File: src/rtl/button_conditioner.sv
// button_conditioner
// Conditions raw push-buttons for the game core. Each channel is synchronised,
// debounced, and turned into clean level, press/release pulses and a
// press-plus-auto-repeat strobe.
//
// Ports:
//   clk          system clock
//   reset        asynchronous active-low reset
//   btn_in       raw button levels, active-high, asynchronous to clk
//   btn_level    debounced button state (1 = held)
//   btn_press    one-cycle pulse on an accepted 0->1 transition
//   btn_release  one-cycle pulse on an accepted 1->0 transition
//   btn_strobe   press pulse OR auto-repeat pulse
module button_conditioner #(
    parameter int unsigned N_BTN           = 4,
    parameter int unsigned DEBOUNCE_CYCLES = 1_000_000,
    parameter int unsigned REPEAT_DELAY    = 25_000_000,
    parameter int unsigned REPEAT_PERIOD   = 5_000_000
) (
    input  logic             clk,
    input  logic             reset,
    input  logic [N_BTN-1:0] btn_in,
    output logic [N_BTN-1:0] btn_level,
    output logic [N_BTN-1:0] btn_press,
    output logic [N_BTN-1:0] btn_release,
    output logic [N_BTN-1:0] btn_strobe
);

    localparam int unsigned DW   = $clog2(DEBOUNCE_CYCLES) + 1;
    localparam int unsigned RMAX = (REPEAT_DELAY > REPEAT_PERIOD) ? REPEAT_DELAY : REPEAT_PERIOD;
    localparam int unsigned RW   = $clog2(RMAX) + 1;

    localparam logic [DW-1:0] D_TC  = DW'(DEBOUNCE_CYCLES - 1);
    // Delay of 0 disables auto-repeat; the DELAY state is then unreachable.
    localparam logic [RW-1:0] RD_TC = RW'((REPEAT_DELAY == 0) ? 0 : REPEAT_DELAY - 1);
    localparam logic [RW-1:0] RP_TC = RW'(REPEAT_PERIOD - 1);
    localparam logic          RPT_EN = (REPEAT_DELAY != 0);

    typedef enum logic [1:0] {
        ST_IDLE   = 2'd0,
        ST_DELAY  = 2'd1,
        ST_REPEAT = 2'd2
    } rpt_state_e;

    for (genvar i = 0; i < N_BTN; i++) begin : g_ch
        logic          s1;
        logic          s2;
        logic          level_q;
        logic          press_q;
        logic          release_q;
        logic          strobe_q;
        logic [DW-1:0] dcnt;
        logic [RW-1:0] rcnt;
        rpt_state_e    state;
        logic          accept_c;
        logic          acc_press_c;
        logic          acc_rel_c;

        // Debounced transition accepted on this edge.
        always_comb begin
            accept_c    = (s2 != level_q) && (dcnt == D_TC);
            acc_press_c = accept_c & s2;
            acc_rel_c   = accept_c & ~s2;
        end

        // Synchroniser, debounce counter and registered edge pulses.
        always_ff @(posedge clk or negedge reset) begin
            if (!reset) begin
                s1        <= 1'b0;
                s2        <= 1'b0;
                level_q   <= 1'b0;
                press_q   <= 1'b0;
                release_q <= 1'b0;
                dcnt      <= '0;
            end else begin
                s1        <= btn_in[i];
                s2        <= s1;
                press_q   <= acc_press_c;
                release_q <= acc_rel_c;
                if (s2 == level_q) begin
                    dcnt <= '0;
                end else if (dcnt == D_TC) begin
                    level_q <= s2;
                    dcnt    <= '0;
                end else begin
                    dcnt <= dcnt + DW'(1);
                end
            end
        end

        // Auto-repeat FSM; a release wins over a same-edge terminal count.
        always_ff @(posedge clk or negedge reset) begin
            if (!reset) begin
                state    <= ST_IDLE;
                rcnt     <= '0;
                strobe_q <= 1'b0;
            end else begin
                strobe_q <= acc_press_c;
                case (state)
                    ST_IDLE: begin
                        rcnt <= '0;
                        if (acc_press_c && RPT_EN) begin
                            state <= ST_DELAY;
                        end
                    end
                    ST_DELAY: begin
                        if (acc_rel_c) begin
                            state <= ST_IDLE;
                            rcnt  <= '0;
                        end else if (rcnt == RD_TC) begin
                            strobe_q <= 1'b1;
                            rcnt     <= '0;
                            state    <= ST_REPEAT;
                        end else begin
                            rcnt <= rcnt + RW'(1);
                        end
                    end
                    ST_REPEAT: begin
                        if (acc_rel_c) begin
                            state <= ST_IDLE;
                            rcnt  <= '0;
                        end else if (rcnt == RP_TC) begin
                            strobe_q <= 1'b1;
                            rcnt     <= '0;
                        end else begin
                            rcnt <= rcnt + RW'(1);
                        end
                    end
                    default: begin
                        state <= ST_IDLE;
                        rcnt  <= '0;
                    end
                endcase
            end
        end

        assign btn_level[i]   = level_q;
        assign btn_press[i]   = press_q;
        assign btn_release[i] = release_q;
        assign btn_strobe[i]  = strobe_q;
    end

endmodule

File: config.mk
export PLATFORM = sky130hd
export DESIGN_NAME = button_conditioner
export DESIGN_NICKNAME = d
export VERILOG_FILES = /design/src/rtl/button_conditioner.sv
export SDC_FILE = /design/constraint.sdc
export NUM_CORES = 1
export LEC_CHECK = 0
export ABC_AREA = 1
export BUFFER_PORTS_ARGS = -buffer_cell sky130_fd_sc_hd__buf_2
export CAP_MARGIN = 10
export CORE_ASPECT_RATIO = 0.6
export CORE_UTILIZATION = 64
export DETAILED_ROUTE_END_ITERATION = 10
export PLACE_DENSITY = 0.83
export SLEW_MARGIN = 20
export SYNTH_ARGS = -nofsm -noshare
export SYNTH_HDL_FRONTEND = slang
export SYNTH_SLANG_ARGS = --single-unit
File: constraint.sdc
create_clock -name clk -period 2.1 [get_ports clk]
set_clock_uncertainty 0.2 [all_clocks]
set_input_delay 0.105 -clock clk [delete_from_list [all_inputs] [get_ports clk]]
set_output_delay 0.105 -clock clk [all_outputs]
set_load 0.01 [all_outputs]
# After elaboration in Yosys (flattened, before gate mapping)
# Index checks and enable logic that the tools add are counted.
totals:
  output_inout_bits: 16
  reg_bits: 220
  in_bits: 6
  elab_cells: 184
classes:
  bitwise_logic: 16
  mux: 68
  add_sub_neg: 8
  reduce_logical: 16
  n_eq_ne: 40
ops:
  columns: ["cell", "count"]
  rows:
  - ["2-to-1 mux 26 bit", 16]
  - ["case mux 26 bit (2 select lines)", 4]
  - ["2-to-1 mux 21 bit", 8]
  - ["adder 26 x 1 -> 26 bit, second input constant", 4]
  - ["== test 26 x 23 -> 1 bit, second input constant", 4]
  - ["== test 26 x 25 -> 1 bit, second input constant", 4]
  - ["adder 21 x 1 -> 21 bit, second input constant", 4]
  - ["== test 21 x 20 -> 1 bit, second input constant", 4]
  - ["2-to-1 mux 2 bit", 16]
  - ["case mux 2 bit (3 select lines)", 4]
  - ["2-to-1 mux 1 bit", 16]
  - ["inequality test 2 bit, second input constant", 8]
  - ["inequality test 3 bit, second input constant", 4]
  - ["AND reduction 3 bit", 4]
  - ["AND 1 bit", 8]
  - ["== test 2 x 1 -> 1 bit, second input constant", 4]
  - ["== test 2 bit, second input constant", 4]
  - ["logical NOT 2 bit", 4]
  - ["inverter 1 bit", 8]
  - ["case mux 1 bit (2 select lines)", 4]
  - ["AND reduction 2 bit", 4]
  - ["== test 1 bit", 4]
  - ["logical AND 1 bit", 4]
  - ["inequality test 1 bit", 4]

# Depth between registers and ports, before layout
depth:
  word_depth: 6
  mapped_depth: 11
  mapped_depth_nobuf: 11

# Worst setup path before layout
# OpenSTA, ideal clock, no wires.
synth_path:
  path_kind: "reg-to-reg"
  start: "register g_ch[0].dcnt[0]"
  end: "register g_ch[0].rcnt[9]"
  path_buffers: 1
  setup_time_ns: 0.122
  period_less_slack_ns: 1.863
  t_required_ns: 1.778
  arrival_ns: 1.541
  path_stages_with_launch: 12
  setup_slack_ns: 0.237
  path_cell_list: "dfrtp_1 > ha_1 > nand2_2 > nor2_4 > nand3_2 > nor2_2 > nand3_2 > nand3_2 > nand2_4 > nand2_4 > buf_12 > nor2_2"
synth_via:
  elab_chain_len: 5
  elab_cells_between_ends: 6
  classes_between: "eq/ne (1); mux (3); bitwise (1); reduce/logical (1)"
synth_lines:
  columns: ["item", "line", "rtl"]
  rows:
  - ["start, declared", "52", "logic [DW-1:0] dcnt;"]
  - ["start signal, assigned", "86", "dcnt <= dcnt + DW'(1);"]
  - ["== test 21 x 20 -> 1 bit *", "61", "accept_c = (s2 != level_q) && (dcnt == D_TC);"]
  - ["logical AND 1 bit *", "61", null]
  - ["AND 1 bit *", "63", "acc_rel_c = accept_c & ~s2;"]
  - ["2-to-1 mux 26 bit (on tied branches)", "119, 107", null]
  - ["case mux 26 bit (2 select lines) *", "99", "case (state)"]
  - ["end signal, assigned", "115", "rcnt <= rcnt + RW'(1);"]
  - ["end signal, assigned", "126", "rcnt <= rcnt + RW'(1);"]
  - ["end, declared", "53", "logic [RW-1:0] rcnt;"]
# Every way passes the cells marked *; elsewhere a longest branch is shown, timed or not.
# A chain may end at the register's enable or synchronous reset.

# Worst setup path in the final report
layout_path:
  start: "register g_ch[1].dcnt[1]"
  end: "register g_ch[1].rcnt[14]"
layout_via:
  elab_chain_len: 5
  elab_cells_between_ends: 6
  classes_between: "eq/ne (1); mux (3); bitwise (1); reduce/logical (1)"
layout_lines:
  columns: ["item", "line"]
  rows:
  - ["start, declared", "52"]
  - ["start signal, assigned", "86"]
  - ["== test 21 x 20 -> 1 bit *", "61"]
  - ["logical AND 1 bit *", "61"]
  - ["AND 1 bit *", "63"]
  - ["2-to-1 mux 26 bit (on tied branches)", "119, 107"]
  - ["case mux 26 bit (2 select lines) *", "99"]
  - ["end signal, assigned", "115"]
  - ["end signal, assigned", "126"]
  - ["end, declared", "53"]
# Marked as above.

==> metrics.md <==
| Metric | Value |
|---|---|
| Initial Util | 66.0% |
| CTS tree | yes |
| IO Count | 22 |
| Area of the multi-input gates | 0.00630 mm^2 |
| XOR/XNOR Fraction of Synth Area | 7.18% |
| Finished Layout Cells | 2031 |
| Synth area leader | dfrtp_1 |
| Clock root cell | clkbuf_16 |
| Synth area leaders | dfrtp_1, nor2_1, nand2_1, inv_1, xor2_1 |
| Post-synth EDFFs | 0 |
| Tot Pwr | 8.33 mW |
| Clock Sinks | 220 |
| Post-route cell area | 0.0143 mm^2 |
| Setup violations, final | 0 |
| Share of cells above drive strength 1 | 10.9% |
| Shortest period the worst path allows | 2040 ps |
| Leakage | 6.11 nW |
| WHS | 49.0 ps |
| Final core occ | 74.1% |
| FMAX | 491 MHz |
| Max-Cap Viols | 0 |
| Power per cell area | 584 mW/mm^2 |
| Critical-path maximum fanout | 6 |
| Syn nets | 1711 |
| Cts bufs inserted | 21 |
| Filler instances | 1388 |
| Worst Path Required | 2280 ps |
| Core box area | 0.0192 mm^2 |
| Cell row count | 39 |
| Ys flop type | dfrtp_1 |
| Total track usage | 28.6% |
| Register area | 0.00551 mm^2 |
| First-pass GRT wire length | 48400 um |
| Total grt overflow | 0 |
| Wire per inst | 14.4 um |
| DP Area | 0.0132 mm^2 |
| Synth Register Bits | 220 |
| WS Path Type | register to register |
| YS warnings | 0 |
| WP data arrival | 2220 ps |
| Mean area per synthesized cell | 7.53 um^2 |
| Vias per inst | 5.52 |
| Max Buffers Root-to-Sink | 3 |
| Distinct cells, synth | 39 |
| H-tree levels | 1 |
| Die area | 0.0204 mm^2 |
| Initial antenna violation count | 0 |
| Setup crit end kind | register |
| Async SR Flop Fraction | 100% |
| Fin. Hold Viols | 0 |
| Final worst-path cycle share | 96.9% |
| Post-Synth Simple-Gate Area | 36.6% |
| Mapped Area | 0.0127 mm^2 |
| TNS Setup | 0 ps |
| HP Class | input port to register |
| Post-DP HPWL | 20900 um |
| Clock latency on the worst-skew pair | 500 ps |
| Clk slew on worst S/H paths | 60 ps |
| Vias in the first global route | 10200 |
| Max rail drop VDD | 0.546 mV |
| Post-synthesis adder-cell area fraction | 1.97% |
| Slew @ Worst Pin | 506 ps |
| Cells after synthesis | 1685 |
| Rel. slew slack | 66.3% |
| Routability cong. | 0.974 |
| Die width | 184 um |
| Iter 0 DRT Violations | 1301 |
| Antenna Cells | 0 |
| Status | finished clean |
| Nets | 1778 |
| Remaining antenna violation count | 0 |
| Area grow syn2layout | 12.3% |
| IO buf count | 21 |
| Placement Setup Slack | 30.9 ps |
| Worst Slack Setup Final | 64.7 ps |
| CP Launch Type | register |
| Placed Cells | 1977 |
| Sequential share of the synthesized area | 43.4% |
| Compound-Gate Fraction of Synth Area | 2.68% |
| WL final | 29200 um |
| DRC viols | 0 |
| Drt first pass iters | 7 |
| Yosys top cell area share | 43.4% |
| Vias | 11200 |
| Largest net degree at the start of global routing | 62 |
| Final Max Tran Viols | 0 |
| Die H | 111 um |
| Combinational family with the most area after synthesis | simple AND/OR/NAND/NOR gates |
| Multiplexer share of the synthesized area | 0% |
-- synthesized netlist by cell type, types with 4 or more instances --
cell type  instances
nand3_2           11
nand2_1          355
dfrtp_1          220
nor2_1           356
buf_2              7
ha_1              20
nor2_2            38
nand2_2            8
buf_4             16
nor3b_1           10
xnor2_1           28
nand3_1          106
nand3b_1           7
nor2_4             4
buf_6              6
o21ai_0           21
nor3_1            74
xor2_1            76
nand4_1           55
a21oi_1           25
inv_1            203
nand2_4            4
-- final cells by class --
cell class / instances / area share, %
Tap cell: 266 / 2.34
Clock inverter: 7 / 0.658
Clock buffer: 29 / 4.11
Timing Repair Buffer: 74 / 4.59
Sequential cell: 220 / 38.6
Multi-Input combinational cell: 1227 / 44.2
Inverter: 208 / 5.48
-- what timing repair did --
action / in CTS / in global routing
gates resized for setup: 1 / 30
pin swaps: 0 / 15
buffers inserted: 0 / 8
setup endpoints to repair: 1 / 112
hold buffers: 6 / 0
endpoints found under the hold margin: 224 / 0
gates cloned: 0 / 4
-- routing by layer --
metal	wire length (um)	up-vias	part of all wire (%)	global-route usage (%)
met4	520	0	1.8	5.22
li1	-	5448	-	-
met3	2510	46	8.6	5.12
met1	14300	5203	49	46.4
met5	0	-	0	0
met2	11900	506	41	39.9
-- cells in the final DEF, fill, tap and decap left out, types with 3 or more instances in the layout --
master         count
inv_2              3
ha_2               3
clkbuf_8           3
nand4_1           55
a21oi_1           25
dlygate4sd3_1      6
o21bai_1           3
nand2_1          352
nand2_2            8
o21a_1             3
nand2_4            4
nor3_1            73
nor3_2             4
nand3b_1           7
ha_1              16
nand3_2           10
nand3_1          104
nand3_4            3
nor2_1           350
dfrtp_1          219
inv_1            203
buf_12             7
buf_4             37
xor2_1            76
nor3b_1           10
nor2_2            41
buf_2             20
clkbuf_16         23
clkbuf_1           5
xnor2_1           28
o21ai_0           21
nand2_8            4
nor2_4             7
-- where the power goes --
part	internal, mW	leakage [nW]	total, mW	switching, mW
clock network	2.20	0.327	3.81	1.61
logic	0.0749	2.74	0.230	0.155
registers	4.26	3.05	4.28	0.0213
-- sequential cells by signal (all words and copies together) (netlist names) --
| signal | count |
|---|---|
| g_ch.level_q | 4 |
| g_ch.release_q | 4 |
| g_ch.s1 | 4 |
| g_ch.state | 8 |
| g_ch.strobe_q | 4 |
| g_ch.dcnt | 84 |
| g_ch.s2 | 4 |
| g_ch.press_q | 4 |
| g_ch.rcnt | 104 |
-- path summary, 6_finish.rpt --
check | from | endpoint | slack (ps) | cells after the start
setup / recovery | g_ch[1].dcnt[1] | g_ch[1].rcnt[14] | 60 | 11
hold / removal | btn_in[0] | g_ch[0].s1 | 50 | 2
setup reg to reg | g_ch[1].dcnt[1] | g_ch[1].rcnt[14] | 60 | 11
hold reg to reg | g_ch[3].s1 | g_ch[3].s2 | 150 | 0
max in group asynchronous | reset | g_ch[0].rcnt[9] | 590 | 4
min in group asynchronous | reset | g_ch[2].rcnt[12] | 490 | 3
-- logic make-up (layout without fill, tap and decap cells) --
group | after synthesis | after routing
XOR/XNOR | 104 | 104
flip-flops | 220 | 220
AND/OR/NAND/NOR | 1040 | 1041
adder cells (fa/ha/maj) | 20 | 20
buffers and inverters | 239 | 318
AO/OA/AOI/OAI | 62 | 62
-- worst max-delay path: stages (launching register included) --
cell	delay [ps]
dfrtp_1	370
ha_2	210
nand2_2	70
nor2_4	150
nand3_2	90
nor2_2	140
nand3_2	150
nand3_4	120
nand2_4	90
nand2_8	110
clkbuf_16	160
nor2_1	40
Note: power is estimated with default switching activity, not from simulation.
